File: src/rtl/if_stage_pkg.sv
// Shared CPU definitions for the fetch stage: state encoding, HLT opcode, bubble and reset vector.
package if_stage_pkg;

    localparam int XLEN   = 16;
    localparam int ADDR_W = 16;

    typedef enum logic {
        RUN  = 1'b0,
        HALT = 1'b1
    } fetch_state_e;

    localparam logic [3:0]        OP_HLT       = 4'hF;
    localparam logic [XLEN-1:0]   BUBBLE_INSTR = 16'h0000;
    localparam logic [ADDR_W-1:0] RESET_VECTOR = 16'h0000;

    function automatic logic is_hlt(input logic [XLEN-1:0] instr);
        return instr[XLEN-1:XLEN-4] == OP_HLT;
    endfunction

endpackage

File: src/rtl/if_id_reg.sv
// IF/ID pipeline register: flush inserts a bubble, hold freezes, load captures the fetched word.
import if_stage_pkg::*;

module if_id_reg (
    input  logic              clk,
    input  logic              rst_n,
    input  logic              load,
    input  logic              flush,
    input  logic              hold,
    input  logic [XLEN-1:0]   d_instr,
    input  logic [ADDR_W-1:0] d_addr,
    output logic [XLEN-1:0]   q_instr,
    output logic [ADDR_W-1:0] q_addr,
    output logic              q_valid
);

    logic [XLEN-1:0]   instr_reg;
    logic [ADDR_W-1:0] addr_reg;
    logic              valid_reg;

    // Flush beats hold so a redirect always kills whatever is parked here.
    always_ff @(posedge clk or negedge rst_n) begin
        if (!rst_n) begin
            instr_reg <= BUBBLE_INSTR;
            addr_reg  <= '0;
            valid_reg <= 1'b0;
        end else if (flush) begin
            instr_reg <= BUBBLE_INSTR;
            addr_reg  <= '0;
            valid_reg <= 1'b0;
        end else if (load && !hold) begin
            instr_reg <= d_instr;
            addr_reg  <= d_addr;
            valid_reg <= 1'b1;
        end
    end

    assign q_instr = instr_reg;
    assign q_addr  = addr_reg;
    assign q_valid = valid_reg;

endmodule

File: src/rtl/if_stage.sv
// Instruction fetch stage: PC, RUN/HALT FSM and the IF/ID register.
// Optional macro IF_STAGE_FETCH_CNT_EN adds a saturating fetch_cnt output.
import if_stage_pkg::*;

module if_stage (
    input  logic              clk,
    input  logic              rst_n,
    output logic [ADDR_W-1:0] im_addr,
    output logic              im_rd_en,
    input  logic [XLEN-1:0]   im_instr,
    input  logic              stall,
    input  logic              redirect,
    input  logic [ADDR_W-1:0] redirect_addr,
    output logic [XLEN-1:0]   id_instr,
    output logic [ADDR_W-1:0] id_addr,
    output logic              id_valid,
    output logic              halted
`ifdef IF_STAGE_FETCH_CNT_EN
    ,
    output logic [15:0]       fetch_cnt
`endif
);

    logic [ADDR_W-1:0] pc_reg, pc_next, pc_plus1;
    fetch_state_e      state_reg, state_next;
    logic              rd_en_reg;
    logic              ifid_load, ifid_flush, ifid_hold, fetch_go;

    assign pc_plus1 = pc_reg + 16'd1;

    // Priority: redirect, then HALT, then stall, then normal fetch.
    always_comb begin
        pc_next    = pc_reg;
        state_next = state_reg;
        ifid_load  = 1'b0;
        ifid_flush = 1'b0;
        ifid_hold  = 1'b0;
        fetch_go   = 1'b0;
        if (redirect) begin
            pc_next    = redirect_addr;
            ifid_flush = 1'b1;
            state_next = RUN;
        end else if (state_reg == HALT) begin
            if (stall) ifid_hold  = 1'b1;
            else       ifid_flush = 1'b1;
        end else if (stall) begin
            ifid_hold = 1'b1;
        end else begin
            fetch_go  = 1'b1;
            ifid_load = 1'b1;
            if (is_hlt(im_instr)) state_next = HALT;
            else                  pc_next    = pc_plus1;
        end
    end

    // rd_en comes out of reset low and tracks the state from the first edge on.
    always_ff @(posedge clk or negedge rst_n) begin
        if (!rst_n) begin
            pc_reg    <= RESET_VECTOR;
            state_reg <= RUN;
            rd_en_reg <= 1'b0;
        end else begin
            pc_reg    <= pc_next;
            state_reg <= state_next;
            rd_en_reg <= (state_next == RUN);
        end
    end

    if_id_reg u_if_id (
        .clk     (clk),
        .rst_n   (rst_n),
        .load    (ifid_load),
        .flush   (ifid_flush),
        .hold    (ifid_hold),
        .d_instr (im_instr),
        .d_addr  (pc_plus1),
        .q_instr (id_instr),
        .q_addr  (id_addr),
        .q_valid (id_valid)
    );

    assign im_addr  = pc_reg;
    assign im_rd_en = rd_en_reg;
    assign halted   = (state_reg == HALT);

`ifdef IF_STAGE_FETCH_CNT_EN
    logic [15:0] fetch_cnt_reg;

    always_ff @(posedge clk or negedge rst_n) begin
        if (!rst_n)
            fetch_cnt_reg <= '0;
        else if (fetch_go && fetch_cnt_reg != 16'hFFFF)
            fetch_cnt_reg <= fetch_cnt_reg + 16'd1;
    end

    assign fetch_cnt = fetch_cnt_reg;
`else
    logic unused_fetch_go;
    assign unused_fetch_go = fetch_go;
`endif

endmodule

File: config.mk
export PLATFORM = sky130hd
export DESIGN_NAME = if_stage
export DESIGN_NICKNAME = d
export VERILOG_FILES = /design/src/rtl/if_stage_pkg.sv /design/src/rtl/if_id_reg.sv /design/src/rtl/if_stage.sv
export SDC_FILE = /design/constraint.sdc
export NUM_CORES = 1
export LEC_CHECK = 0
export ABC_AREA = 1
export ABC_CLOCK_PERIOD_IN_PS = 2600
export BUFFER_PORTS_ARGS = -buffer_cell sky130_fd_sc_hd__buf_2
export CAP_MARGIN = 20
export CORE_MARGIN = 2
export CORE_UTILIZATION = 45
export DETAILED_ROUTE_END_ITERATION = 8
export PLACE_DENSITY = 0.73
export SYNTH_ARGS = -nofsm -noshare
export SYNTH_HDL_FRONTEND = slang
export SYNTH_SLANG_ARGS = --single-unit
export TNS_END_PERCENT = 5
File: constraint.sdc
create_clock -name clk -period 2.6 [get_ports clk]
set_clock_uncertainty 0.2 [all_clocks]
set_input_delay 0.65 -clock clk [delete_from_list [all_inputs] [get_ports clk]]
set_output_delay 0.65 -clock clk [all_outputs]
set_load 0.005 [all_outputs]
---- Word level (Yosys, flattened, before mapping) ----
Cells that the tools add are included.
Widths: inputs -> output; s select.
storage, ports and cells
  flip-flop bits (word level) ............. 51
  input port bits ......................... 36
  logic and storage cells ................. 37
cells by class
  $add $sub $neg .......................... 1
  eq/ne operators ......................... 4
  muxes and demuxes ....................... 21
  bitwise gates (word level) .............. 1
  reductions and logical operators ........ 4
operators with widths
  cell                   count
  $mux 16                8
  $add 16x1->16 const B  1
  $mux 1                 13
  $eq 4x4->1 const B     1
  $ne 2x2->1 const B     2
  $reduce_and 3->1       1
  $ne 2x1->1 const B     1
  $reduce_bool 2->1      1
  $logic_and 1x1->1      1
  $logic_not 1->1        1
  $not 1->1              1

---- Logic depth before layout (Yosys ltp) ----
  word-level depth ........................ 6
  depth in mapped cells ................... 9
  mapped depth without buffers ............ 9

---- Cells and area by module ----
From an unflattened synthesis, not the netlist that was laid out.
second synthesis, totals
  cell total of the unflattened synthesis .. 356
  area total of the unflattened synthesis .. 3026.7 µm²
modules (own cells, without submodules)
  module     instances  cells each  area an instance (µm²)  sequential area each (µm²)
  if_id_reg  1          150         1679.1                  825.8
  if_stage   1          206         1347.5                  450.4

---- Least setup slack after synthesis ----
Ideal clock, no wire load.
  path type ............................... input to register
  start ................................... in im_instr[14]
  end ..................................... reg pc_reg[14], in the netlist im_addr[14]
  arrival ................................. 1.275 ns
  data required time ...................... 2.284 ns
  slack ................................... 1.009 ns
  stages .................................. 8
  path buffers ............................ 1
  cells stage by stage .................... inv_1 > nor2_1 > nand4_2 > nand3_4 > buf_6 > nor2_2 > nand2_1 > nand2_1
between the ends
  word-level cells in the longest chain between the ends .. 3
ends and longest elaborated chain
  element                     RTL line            source
  from (decl)                 if_stage.sv:10      input logic [XLEN-1:0] im_instr,
  $eq 4x4->1                  if_stage_pkg.sv:17  return instr[XLEN-1:XLEN-4] == OP_HLT;
  $ne 2x2->1 (no line)        n/a
  $reduce_and 3->1 (no line)  n/a
  to (signal assigned)        if_stage.sv:63      pc_reg <= pc_next;
  to (decl)                   if_stage.sv:24      logic [ADDR_W-1:0] pc_reg, pc_next, pc_plus1;
No other way between the ends.
A chain may end at the register's enable or synchronous reset.

---- Worst setup path after layout ----
  start ................................... in redirect
  end ..................................... reg pc_reg[0], in the netlist im_addr[0]
between the ends
  word-level cells in the longest chain between the ends .. 2
ends and longest elaborated chain
  element                                                    RTL line        source
  from (decl)                                                if_stage.sv:12  input logic redirect,
  $ne 2x2->1 (no line) / $ne 2x1->1 (equally long branches)  n/a
  $reduce_and 3->1 (no line)                                 n/a
Parallel ways exist; a longest one is shown, timed or not.

==> run summary <==
Worst Path Required -> 2.63 ns
DIE AREA -> 6051 µm²
Tmin final -> 1.875 ns
Via density -> 4.980
CP max-delay cell -> nand3_4
Cell variety after synth -> 21
Rows -> 26
Final instance area -> 3047 µm²
Final hold viol count -> 0
Initial core utilization -> 47.36%
DRT iter0 DRCs -> 102
Multi-input gate area -> 1042 µm²
Post-cts sizing count -> 0
Post-synthesis sequential area ratio -> 52.09%
Nature of the critical path endpoint -> flop
Io pins -> 87
CTS Buf Count -> 5
Slew Limit Fails -> 0
CTS Sinks -> 51
Share of cells above drive strength 1 -> 27.98%
Synthesis-to-finish area growth -> 24.36%
Total gr overflow -> 0
PnR Total Power -> 1798 µW
Worst-Skew Late Latency -> 0.31 ns
Fmax -> 533.3 MHz
FF/Latch Area -> 1276 µm²
Fill cell count -> 481
Synth top area cells -> dfrtp_1 52%, nand2_1 18%, a22o_1 5.7%
Antenna Nets Post-Route -> 0
Synth Register Bits -> 51
TritonCTS clock tree -> yes
Clock transition at the registers of the reported paths -> 0.10 ns
Core Box Area -> 5172 µm²
Part of the cycle the worst path needs -> 72.12%
Synth Area per Inst -> 8.193 µm²
Post-CTS Hold Buffers -> 0
WL per Instance -> 13.18 µm
Hold WS -> 0.1141 ns
Die width -> 77.79 µm
CTS H-Tree Depth -> 2
Final setup TNS -> 0 ns
Crit path max fanout -> 28
Post-synth top area cell -> dfrtp_1
Synth warn -> 0
Cells after Synth -> 299
Post-DP HPWL -> 4386 µm
CTS max path bufs -> 2
Worst path cell trace -> buf_2 -> inv_2 -> nand2_1 -> nand3_4 -> inv_1 -> nand2_1 -> o21ai_0
Worst-margin pin slew -> 0.5516 ns
Initial antenna violation count -> 0
All-Layer GR Usage -> 21.18%
Die H -> 77.79 µm
Max stage delay on crit path -> 0.28 ns
Max cap viols -> 0
Syn_nets -> 336
Most used cell, CP -> nand2_1
Drt drc -> 0
LEAKAGE -> 0.001728 µW
Final setup viols -> 0
CP Class -> input port to flop
Vias post-DR -> 2271
Post-layout nets -> 422
Run status -> completed
Mapped Area -> 2450 µm²
Setup Fix Bufs, Post-CTS -> 0
Unrepaired setup endpoints after global routing -> false
First-pass GRT wire length -> 10230 µm
Root buffer cell -> clkbuf_8
Top cell type's share of synthesized area -> 52.09%
Critical path data arrival time -> 1.90 ns
Worst rel slew slack -> 63.17%
Vias in the first global route -> 2102
Initial DRT Pass Iterations -> 4
Max IR drop VDD -> 251.7 µV
DRT Wirelength -> 6009 µm
Largest net degree at the start of global routing -> 34
Hold Crit Class -> input port to asynchronous set/reset pin
P per Cell Area -> 590.0 nW/µm²
Area of placed instances -> 2950 µm²
Port-buffer cells -> 86
RD Place Congestion -> 0.8181
Worst setup SP type -> input port
Ant diodes -> 0
## cell usage in the layout, fill, tap and decap left out
cell and count:
o21ai_0 16, clkinvlp_4 1, nor2_2 5, inv_8 1, inv_2 2, o21ai_1 4
buf_2 86, nor2_1 31, inv_1 19, nand4_1 3, xor2_1 7, buf_4 2
dfrtp_1 51, ha_1 1, nor3_4 1, clkinv_4 1, a21boi_0 1, nand2_1 115
buf_12 1, clkbuf_8 5, nand4_2 1, nand3_1 14, nand2_2 1, nand3_4 1
a22o_1 16
## kinds of logic after synthesis
group,count (synthesis),synth area share (%)
compound gates,37,10.11
xor+xnor,7,2.503
fa+ha+maj,1,0.5106
buf+inv,31,5.363
flops,51,52.09
simple gates,172,29.42
## Yosys cell counts
master / n
nand2_1: 115
dfrtp_1: 51
nor2_1: 31
inv_1: 19
a22o_1: 16
o21ai_0: 16
nand3_1: 14
xor2_1: 7
buf_2: 6
nor2_2: 5
o21ai_1: 4
clkbuf_1: 3
nand4_1: 3
inv_2: 2
a21boi_0: 1
buf_6: 1
ha_1: 1
nand2_2: 1
nand3_4: 1
nand4_2: 1
nor3_4: 1
## metrics by stage
stage                     setup slack [ns]  util (%)  std cells
after global placement              0.4629     57.04        448
after floorplan                      1.009         -        299
after CTS                           0.7004     58.90        456
after global routing                0.5880     58.90        456
after detailed placement            0.3667     57.04        448
final                               0.7248     58.90        456
## critical path, delay by kind of cell
family,cells,cell delay (ns)
simple gates,3,0.49
buf+inv,3,0.67
compound gates,1,0.08
## area by class of cell
class	instances	area share, %
multi-input combinational	217	34.21
tap	70	2.875
clock inverter	3	0.9035
timing repair buffer	89	15.28
inverter	21	2.587
clock buffer	5	2.259
sequential	51	41.89
## power breakdown
group	internal [µW]	switching, µW
Combinational	154	209
Clock	198	286
Sequential	870	80.3
Total	1220	575
## path summary, 6_finish.rpt
kind	slack, ns	cells after the start	startpoint	endpoint
worst max-delay path	0.72	7	redirect	im_addr[0]$_DFFE_PN0P_
worst min-delay path	0.11	1	rst_n	u_if_id.q_instr[11]$_DFFE_PN0P_
worst max register to register	0.80	6	im_addr[0]$_DFFE_PN0P_	im_addr[6]$_DFFE_PN0P_
worst min register to register	0.28	2	u_if_id.q_valid$_DFFE_PN0P_	u_if_id.q_valid$_DFFE_PN0P_
max in group asynchronous	1.53	2	rst_n	u_if_id.q_addr[11]$_DFFE_PN0P_
min in group clk	0.28	2	u_if_id.q_valid$_DFFE_PN0P_	u_if_id.q_valid$_DFFE_PN0P_
## layer usage
metal	share of wire [%]	global-route usage, %	vias up
li1	-	-	1131
met1	48	30.29	1061
met2	45	33.79	74
met3	5.6	3.488	5
met4	0.98	4.821	0
met5	0	0	-
## registers in the layout, summed over array words and instances (netlist names)
| signal | flops |
|---|---|
| u_if_id.q_valid | 1 |
| u_if_id.q_addr | 16 |
| u_if_id.q_instr | 16 |
| im_rd_en | 1 |
| im_addr | 16 |
| halted | 1 |
(Power assumes the default switching activity.)
